[config.mk]
export PLATFORM = sky130hd
export DESIGN_NAME = axi_line_master_flat
export DESIGN_NICKNAME = d
export VERILOG_FILES = /design/src/rtl/axi_line_master_pkg.sv /design/src/rtl/axi_line_master_if.sv /design/src/rtl/axi_line_master.sv /design/src/flat_wrapper.sv
export SDC_FILE = /design/constraint.sdc
export NUM_CORES = 1
export LEC_CHECK = 0
export CORE_AREA = 4 4 289 291
export CTS_CLUSTER_SIZE = 25
export DETAILED_ROUTE_END_ITERATION = 10
export DIE_AREA = 0 0 293 295
export GPL_TIMING_DRIVEN = 0
export PLACE_DENSITY_LB_ADDON = 0.25
export RECOVER_POWER = 50
export SYNTH_ARGS = -nofsm -noshare
export SYNTH_HDL_FRONTEND = slang
export SYNTH_SLANG_ARGS = --single-unit
[constraint.sdc]
create_clock -name clk_i -period 5.9 [get_ports clk_i]
set_clock_uncertainty 0.05 [all_clocks]
set_input_delay 1.18 -clock clk_i [delete_from_list [all_inputs] [get_ports clk_i]]
set_output_delay 1.18 -clock clk_i [all_outputs]
set_load 0.05 [all_outputs]
[src/rtl/axi_line_master_pkg.sv]
// Shared AXI4 constants, master FSM state type and line alignment helper
// for the cache-line burst initiator.
package axi_line_master_pkg;

  localparam logic [1:0] AXI_BURST_INCR  = 2'b01;
  localparam logic [1:0] AXI_RESP_OKAY   = 2'b00;
  localparam logic [1:0] AXI_RESP_SLVERR = 2'b10;
  localparam logic [1:0] AXI_RESP_DECERR = 2'b11;
  localparam logic [2:0] AXI_SIZE_4B     = 3'b010;

  typedef enum logic [2:0] {
    ST_IDLE,
    ST_AR,
    ST_R,
    ST_AW,
    ST_W,
    ST_B,
    ST_DONE
  } mst_state_e;

  // line_bytes must be a power of two
  function automatic logic [31:0] line_align(input logic [31:0] addr,
                                             input int unsigned line_bytes);
    return addr & ~(line_bytes - 32'd1);
  endfunction

endpackage

[src/rtl/axi_line_master_if.sv]
// Memory-side AXI4 bus between the line master and the SDRAM target
// (single-ID, 32-bit data).
interface axi_line_master_if #(
  parameter int unsigned ID_W = 4
);
  logic            arvalid;
  logic            arready;
  logic [31:0]     araddr;
  logic [ID_W-1:0] arid;
  logic [7:0]      arlen;
  logic [2:0]      arsize;
  logic [1:0]      arburst;

  logic            rvalid;
  logic            rready;
  logic [31:0]     rdata;
  logic [1:0]      rresp;
  logic [ID_W-1:0] rid;
  logic            rlast;

  logic            awvalid;
  logic            awready;
  logic [31:0]     awaddr;
  logic [ID_W-1:0] awid;
  logic [7:0]      awlen;
  logic [2:0]      awsize;
  logic [1:0]      awburst;

  logic            wvalid;
  logic            wready;
  logic [31:0]     wdata;
  logic [3:0]      wstrb;
  logic            wlast;

  logic            bvalid;
  logic            bready;
  logic [1:0]      bresp;
  logic [ID_W-1:0] bid;

  modport master (
    output arvalid, araddr, arid, arlen, arsize, arburst,
    input  arready,
    input  rvalid, rdata, rresp, rid, rlast,
    output rready,
    output awvalid, awaddr, awid, awlen, awsize, awburst,
    input  awready,
    output wvalid, wdata, wstrb, wlast,
    input  wready,
    input  bvalid, bresp, bid,
    output bready
  );

  modport slave (
    input  arvalid, araddr, arid, arlen, arsize, arburst,
    output arready,
    output rvalid, rdata, rresp, rid, rlast,
    input  rready,
    input  awvalid, awaddr, awid, awlen, awsize, awburst,
    output awready,
    input  wvalid, wdata, wstrb, wlast,
    output wready,
    output bvalid, bresp, bid,
    input  bready
  );

endinterface

[src/rtl/axi_line_master.sv]
// Moves one cache line per request as a single AXI4 INCR burst (AR/R or AW/W/B);
// one transaction outstanding, one-cycle completion pulse.
module axi_line_master
  import axi_line_master_pkg::*;
#(
  parameter int unsigned LINE_WORDS = 8,
  parameter int unsigned ID_W       = 4,
  parameter int unsigned AXI_ID     = 0
) (
  input  logic                    clk_i,
  input  logic                    rst_i,
  input  logic                    req_valid_i,
  output logic                    req_ready_o,
  input  logic                    req_write_i,
  input  logic [31:0]             req_addr_i,
  input  logic [32*LINE_WORDS-1:0] req_wdata_i,
  output logic                    resp_valid_o,
  output logic [32*LINE_WORDS-1:0] resp_rdata_o,
  output logic                    resp_err_o,
  axi_line_master_if.master       m_axi
);

  localparam int unsigned      CNT_W     = $clog2(LINE_WORDS);
  localparam logic [CNT_W-1:0] LAST_BEAT = CNT_W'(LINE_WORDS - 1);
  localparam logic [ID_W-1:0]  ID        = ID_W'(AXI_ID);

  mst_state_e              state_q, state_d;
  logic [CNT_W-1:0]        beat_q;
  logic [31:0]             addr_q;
  logic [32*LINE_WORDS-1:0] line_q;
  logic                    err_q;
  logic                    accept;
  logic                    beat_last;
  logic                    r_end;

  assign req_ready_o  = (state_q == ST_IDLE) && !rst_i;
  assign accept       = req_valid_i && req_ready_o;
  assign beat_last    = (beat_q == LAST_BEAT);
  // A read burst closes on whichever of RLAST or the final counted beat comes first
  assign r_end        = m_axi.rlast || beat_last;

  assign resp_valid_o = (state_q == ST_DONE);
  assign resp_rdata_o = line_q;
  assign resp_err_o   = err_q;

  assign m_axi.araddr  = addr_q;
  assign m_axi.arid    = ID;
  assign m_axi.arlen   = 8'(LINE_WORDS - 1);
  assign m_axi.arsize  = AXI_SIZE_4B;
  assign m_axi.arburst = AXI_BURST_INCR;

  assign m_axi.awaddr  = addr_q;
  assign m_axi.awid    = ID;
  assign m_axi.awlen   = 8'(LINE_WORDS - 1);
  assign m_axi.awsize  = AXI_SIZE_4B;
  assign m_axi.awburst = AXI_BURST_INCR;

  assign m_axi.wdata   = line_q[32*32'(beat_q) +: 32];
  assign m_axi.wstrb   = 4'hF;
  assign m_axi.wlast   = beat_last;

  always_ff @(posedge clk_i) begin
    if (rst_i) state_q <= ST_IDLE;
    else       state_q <= state_d;
  end

  always_comb begin
    state_d       = state_q;
    m_axi.arvalid = 1'b0;
    m_axi.rready  = 1'b0;
    m_axi.awvalid = 1'b0;
    m_axi.wvalid  = 1'b0;
    m_axi.bready  = 1'b0;
    unique case (state_q)
      ST_IDLE: if (accept) state_d = req_write_i ? ST_AW : ST_AR;
      ST_AR: begin
        m_axi.arvalid = 1'b1;
        if (m_axi.arready) state_d = ST_R;
      end
      ST_R: begin
        m_axi.rready = 1'b1;
        if (m_axi.rvalid && r_end) state_d = ST_DONE;
      end
      ST_AW: begin
        m_axi.awvalid = 1'b1;
        if (m_axi.awready) state_d = ST_W;
      end
      ST_W: begin
        m_axi.wvalid = 1'b1;
        if (m_axi.wready && beat_last) state_d = ST_B;
      end
      ST_B: begin
        m_axi.bready = 1'b1;
        if (m_axi.bvalid) state_d = ST_DONE;
      end
      ST_DONE: state_d = ST_IDLE;
      default: state_d = ST_IDLE;
    endcase
  end

  // The line buffer is filled by R beats and drained by W beats
  always_ff @(posedge clk_i) begin
    if (rst_i) begin
      beat_q <= '0;
      addr_q <= '0;
      line_q <= '0;
      err_q  <= 1'b0;
    end else begin
      unique case (state_q)
        ST_IDLE: if (accept) begin
          addr_q <= line_align(req_addr_i, LINE_WORDS * 4);
          err_q  <= 1'b0;
          beat_q <= '0;
          if (req_write_i) line_q <= req_wdata_i;
        end
        ST_R: if (m_axi.rvalid) begin
          line_q[32*32'(beat_q) +: 32] <= m_axi.rdata;
          if ((m_axi.rresp != AXI_RESP_OKAY) || (m_axi.rid != ID) ||
              (m_axi.rlast != beat_last))
            err_q <= 1'b1;
          beat_q <= r_end ? '0 : beat_q + CNT_W'(1);
        end
        ST_W: if (m_axi.wready) begin
          beat_q <= beat_last ? '0 : beat_q + CNT_W'(1);
        end
        ST_B: if (m_axi.bvalid) begin
          if ((m_axi.bresp != AXI_RESP_OKAY) || (m_axi.bid != ID))
            err_q <= 1'b1;
        end
        default: ;
      endcase
    end
  end

endmodule

[src/flat_wrapper.sv]
// flat-port wrapper written by rule: the top's interface ports become plain ports
module axi_line_master_flat import axi_line_master_pkg::*;
#(
  parameter int unsigned LINE_WORDS = 8,
  parameter int unsigned ID_W       = 4,
  parameter int unsigned AXI_ID     = 0
)
  (clk_i, rst_i, req_valid_i, req_ready_o, req_write_i, req_addr_i, req_wdata_i, resp_valid_o, resp_rdata_o, resp_err_o, m_axi_arvalid, m_axi_araddr, m_axi_arid, m_axi_arlen, m_axi_arsize, m_axi_arburst, m_axi_arready, m_axi_rvalid, m_axi_rdata, m_axi_rresp, m_axi_rid, m_axi_rlast, m_axi_rready, m_axi_awvalid, m_axi_awaddr, m_axi_awid, m_axi_awlen, m_axi_awsize, m_axi_awburst, m_axi_awready, m_axi_wvalid, m_axi_wdata, m_axi_wstrb, m_axi_wlast, m_axi_wready, m_axi_bvalid, m_axi_bresp, m_axi_bid, m_axi_bready);
  axi_line_master_if #(.ID_W(ID_W)) m_axi_i ();
  input  logic clk_i;
  input  logic rst_i;
  input  logic req_valid_i;
  output logic req_ready_o;
  input  logic req_write_i;
  input  logic [31:0] req_addr_i;
  input  logic [32*LINE_WORDS-1:0] req_wdata_i;
  output logic resp_valid_o;
  output logic [32*LINE_WORDS-1:0] resp_rdata_o;
  output logic resp_err_o;
  output wire logic [$bits(m_axi_i.arvalid)-1:0] m_axi_arvalid;
  output wire logic [$bits(m_axi_i.araddr)-1:0] m_axi_araddr;
  output wire logic [$bits(m_axi_i.arid)-1:0] m_axi_arid;
  output wire logic [$bits(m_axi_i.arlen)-1:0] m_axi_arlen;
  output wire logic [$bits(m_axi_i.arsize)-1:0] m_axi_arsize;
  output wire logic [$bits(m_axi_i.arburst)-1:0] m_axi_arburst;
  input wire logic [$bits(m_axi_i.arready)-1:0] m_axi_arready;
  input wire logic [$bits(m_axi_i.rvalid)-1:0] m_axi_rvalid;
  input wire logic [$bits(m_axi_i.rdata)-1:0] m_axi_rdata;
  input wire logic [$bits(m_axi_i.rresp)-1:0] m_axi_rresp;
  input wire logic [$bits(m_axi_i.rid)-1:0] m_axi_rid;
  input wire logic [$bits(m_axi_i.rlast)-1:0] m_axi_rlast;
  output wire logic [$bits(m_axi_i.rready)-1:0] m_axi_rready;
  output wire logic [$bits(m_axi_i.awvalid)-1:0] m_axi_awvalid;
  output wire logic [$bits(m_axi_i.awaddr)-1:0] m_axi_awaddr;
  output wire logic [$bits(m_axi_i.awid)-1:0] m_axi_awid;
  output wire logic [$bits(m_axi_i.awlen)-1:0] m_axi_awlen;
  output wire logic [$bits(m_axi_i.awsize)-1:0] m_axi_awsize;
  output wire logic [$bits(m_axi_i.awburst)-1:0] m_axi_awburst;
  input wire logic [$bits(m_axi_i.awready)-1:0] m_axi_awready;
  output wire logic [$bits(m_axi_i.wvalid)-1:0] m_axi_wvalid;
  output wire logic [$bits(m_axi_i.wdata)-1:0] m_axi_wdata;
  output wire logic [$bits(m_axi_i.wstrb)-1:0] m_axi_wstrb;
  output wire logic [$bits(m_axi_i.wlast)-1:0] m_axi_wlast;
  input wire logic [$bits(m_axi_i.wready)-1:0] m_axi_wready;
  input wire logic [$bits(m_axi_i.bvalid)-1:0] m_axi_bvalid;
  input wire logic [$bits(m_axi_i.bresp)-1:0] m_axi_bresp;
  input wire logic [$bits(m_axi_i.bid)-1:0] m_axi_bid;
  output wire logic [$bits(m_axi_i.bready)-1:0] m_axi_bready;
  assign m_axi_arvalid = m_axi_i.arvalid;
  assign m_axi_araddr = m_axi_i.araddr;
  assign m_axi_arid = m_axi_i.arid;
  assign m_axi_arlen = m_axi_i.arlen;
  assign m_axi_arsize = m_axi_i.arsize;
  assign m_axi_arburst = m_axi_i.arburst;
  assign m_axi_i.arready = m_axi_arready;
  assign m_axi_i.rvalid = m_axi_rvalid;
  assign m_axi_i.rdata = m_axi_rdata;
  assign m_axi_i.rresp = m_axi_rresp;
  assign m_axi_i.rid = m_axi_rid;
  assign m_axi_i.rlast = m_axi_rlast;
  assign m_axi_rready = m_axi_i.rready;
  assign m_axi_awvalid = m_axi_i.awvalid;
  assign m_axi_awaddr = m_axi_i.awaddr;
  assign m_axi_awid = m_axi_i.awid;
  assign m_axi_awlen = m_axi_i.awlen;
  assign m_axi_awsize = m_axi_i.awsize;
  assign m_axi_awburst = m_axi_i.awburst;
  assign m_axi_i.awready = m_axi_awready;
  assign m_axi_wvalid = m_axi_i.wvalid;
  assign m_axi_wdata = m_axi_i.wdata;
  assign m_axi_wstrb = m_axi_i.wstrb;
  assign m_axi_wlast = m_axi_i.wlast;
  assign m_axi_i.wready = m_axi_wready;
  assign m_axi_i.bvalid = m_axi_bvalid;
  assign m_axi_i.bresp = m_axi_bresp;
  assign m_axi_i.bid = m_axi_bid;
  assign m_axi_bready = m_axi_i.bready;
  axi_line_master #(.LINE_WORDS(LINE_WORDS), .ID_W(ID_W), .AXI_ID(AXI_ID)) u_core (.clk_i(clk_i), .rst_i(rst_i), .req_valid_i(req_valid_i), .req_ready_o(req_ready_o), .req_write_i(req_write_i), .req_addr_i(req_addr_i), .req_wdata_i(req_wdata_i), .resp_valid_o(resp_valid_o), .resp_rdata_o(resp_rdata_o), .resp_err_o(resp_err_o), .m_axi(m_axi_i));
endmodule
==> flow_metrics.env <==
export IMPL_status="finished, violations left"
export IMPL_failed_checks="max-capacitance violations"
export IMPL_crit_type="reg2out"
export IMPL_cp_start_kind="flip-flop"
export IMPL_seq_area_mm2=0.00581
export IMPL_grt_pass1_vias=19391
export IMPL_crit_chain="buf_2, buf_2, clkbuf_1, mux4_2, nand2_1, nand2_1, clkdlybuf4s50_1"
export IMPL_nets=2824
export IMPL_r2r_setup_slack_ps=220
export IMPL_cp_buffers_inverters=4
export IMPL_worstMarginPinSlew_ps=1470
export IMPL_gp_congestion=0.925
export IMPL_endpoint_kind="output port"
export IMPL_core_mm2=0.0805
export IMPL_io_buffer_count=657
export IMPL_setup_viol=0
export IMPL_synth_edf_count=0
export IMPL_routed_wl_um=119000
export IMPL_rsz0062_at_grt="false"
export IMPL_crit_path_max_fanout=10
export IMPL_drc=0
export IMPL_timing_rr_start="u_core.beat_q[0]"
export IMPL_synthCells=1730
export IMPL_die_area_mm2=0.0864
export IMPL_synth_flop_cell="dfxtp_1"
export IMPL_netlist_area_mm2=0.0158
export IMPL_grt_pass1_wl_um=159000
export IMPL_critPathCapture="m_axi_wdata[12]"
export IMPL_start_util_pct=19.6
export IMPL_num_rows=104
export IMPL_first_pass_iters=7
export IMPL_path_clk_slew_ps=60
export IMPL_reg2reg_depth=11
export IMPL_nFillCells=8388
export IMPL_min_path_type="reg2reg"
export IMPL_fmax_mhz=174
export IMPL_fp_dieH_um=295
export IMPL_r2r_end="u_core.resp_rdata_o[163]"
export IMPL_io_pins=741
export IMPL_grt_max_degree=12
export IMPL_numCtsBuffers=39
export IMPL_postSynthAreaPerCell_um2=9.12
export IMPL_via_count=18949
export IMPL_synth_top_cell_area_share_pct=36.8
export IMPL_cp_depth=7
export IMPL_synth_cell_types=58
export IMPL_period_share_pct=97.4
export IMPL_synth_largest_area_cell="dfxtp_1"
export IMPL_max_slew_margin_pct=0.992
export IMPL_track_usage_pct=26.0
export IMPL_htreeDepth=2
export IMPL_cts_tree="yes"
export IMPL_hold_path_startpoint="u_core.resp_err_o"
export IMPL_multi_input_area_mm2=0.00853
export IMPL_synthTopCellsByCount="290 x dfxtp_1, 267 x a21oi_1, 249 x a22oi_1"
export IMPL_period_needed_ps=5750
export IMPL_wl_per_cell_um=33.2
export IMPL_antenna_found_initial=19
export IMPL_die_w_um=293
export IMPL_synthArstFlopShare_pct=0
export IMPL_ant_nets=0
export IMPL_p_per_area_mw_per_mm2=503
export IMPL_slowest_delay_ps=960
export IMPL_clockBufferDepth=3
export IMPL_crit_path_start="u_core.beat_q[0]"
export IMPL_fin_cells=3572
export IMPL_synthMostInstantiatedCell="dfxtp_1"
export IMPL_ir_drop_uv=216
export IMPL_placed_cell_area_mm2=0.0239
export IMPL_overflow=0
export IMPL_dp_cells=3493
export IMPL_via_per_inst=5.30
export IMPL_worst_ep_required_time_ps=4670
export IMPL_cts_root_buf="clkbuf_16"
export IMPL_synth_seq_area_share_pct=36.8
export IMPL_synth_area_leaders="dfxtp_1 37%, a22oi_1 12%, a211oi_1 10%"
export IMPL_cpLargestDelayFamily="buffers and inverters"
export IMPL_hold_viol=0
export IMPL_dp_hpwl_um=95600
export IMPL_slew_viol_final=0
export IMPL_clk_latency_ps=550
export IMPL_p_leak_nw=9.58
export IMPL_cp_arrival_ps=4520
export IMPL_drive_above_1_share_pct=13.7
export IMPL_numClockSinks=290
export IMPL_cap_violations=1
export IMPL_tns_ps=0
export IMPL_ys_seq_elements=290
export IMPL_yosys_warnings=0
export IMPL_fin_ws_ps=152
export IMPL_syn_to_final_growth_pct=59.9
export IMPL_pre_cts_ws_ps=69.9
export IMPL_crit_slowest_cell="clkbuf_1"
export IMPL_drt_initial_drc_count=1667
export IMPL_fin_area_mm2=0.0252
==> state kept, by name, summed over array words and instances, names as in the netlist <==
name / flops
u_core.beat_q: 3
u_core.resp_rdata_o: 256
u_core.m_axi.araddr: 27
u_core.state_q: 3
u_core.resp_err_o: 1
==> worst min path at each step <==
stage | to | depth (start not counted)
floorplan | u_core.state_q[2] | 3
global placement | u_core.resp_err_o | 2
detailed placement | u_core.resp_err_o | 2
CTS | u_core.resp_err_o | 2
global route | u_core.resp_err_o | 2
finish | u_core.resp_err_o | 2
==> per-stage QoR <==
| stage | util, % | hold WS, ps | total power [mW] |
|---|---|---|---|
| final | 31.3 | 409 | 12.7 |
| after global routing | 31.3 | 434 | 13.1 |
| after CTS | 31.3 | 413 | 12.9 |
| after detailed placement | 29.6 | 405 | 10.3 |
| after global placement | 29.6 | 397 | 10.2 |
| after floorplan | - | 532 | 7.31 |
==> area by class of cell <==
cell class                      instances  share of cell area, %
Multi-Input combinational cell       1165                   33.8
Clock buffer                           54                   4.37
Antenna cell                           11                  0.109
Inverter                               11                  0.164
Timing Repair Buffer                  657                   26.1
Tap cell                             1060                   5.26
Sequential cell                       290                   23.0
Buffer                                310                   6.25
Clock inverter                         14                  0.938
==> layout by cell type, fill, tap and decap left out, drive strengths merged, types with 3 or more instances in the layout <==
cell type / count
dlygate4sd3: 312
clkinv: 5
a211oi: 258
bufinv: 6
nor3: 7
nand2b: 35
and2: 9
inv: 12
ha: 8
or3b: 5
nor2: 5
buf: 180
or3: 3
mux4: 64
clkbuf: 184
diode: 11
o21ai: 35
a22oi: 249
a21oi: 267
clkdlybuf4s50: 345
nor4: 8
nand2: 129
dfxtp: 290
conb: 48
mux2i: 4
==> report_power, final <==
part           internal, mW  switching, mW  total (mW)
logic                  2.16           4.97        7.13
clock network          1.57           1.01        2.57
registers              2.45          0.521        2.97
total                  6.18           6.50        12.7
==> logic make-up after synthesis <==
kind of cell             after synthesis  share of synthesized area (%)
flip-flops                           290                           36.8
AO/OA/AOI/OAI                        820                           35.6
adder cells (fa/ha/maj)                8                          0.634
other                                  2                         0.0476
AND/OR/NAND/NOR                      220                           7.23
buffers and inverters                321                           10.2
multiplexers                          69                           9.46
==> repair_timing <==
| item | in CTS | in global routing |
|---|---|---|
| hold buffers | 0 | 0 |
| gates resized for setup | 1 | 0 |
| buffers inserted | 0 | 0 |
| setup endpoints to repair | 1 | 0 |
| endpoints found under the hold margin | 0 | 0 |
==> metal layers <==
layer	GRT usage, %	up-vias	share of wire [%]
met1	31.4	9447	39
met4	9.81	16	4.2
li1	-	8035	-
met2	44.0	1219	47
met3	7.40	232	9.2
met5	0	-	0.089
==> tightest hold or removal path, cell delays in order, from the launching register on <==
cell      delay, ps
dfxtp_1         310
inv_1            50
a211oi_1         50
(Power assumes the default switching activity.)
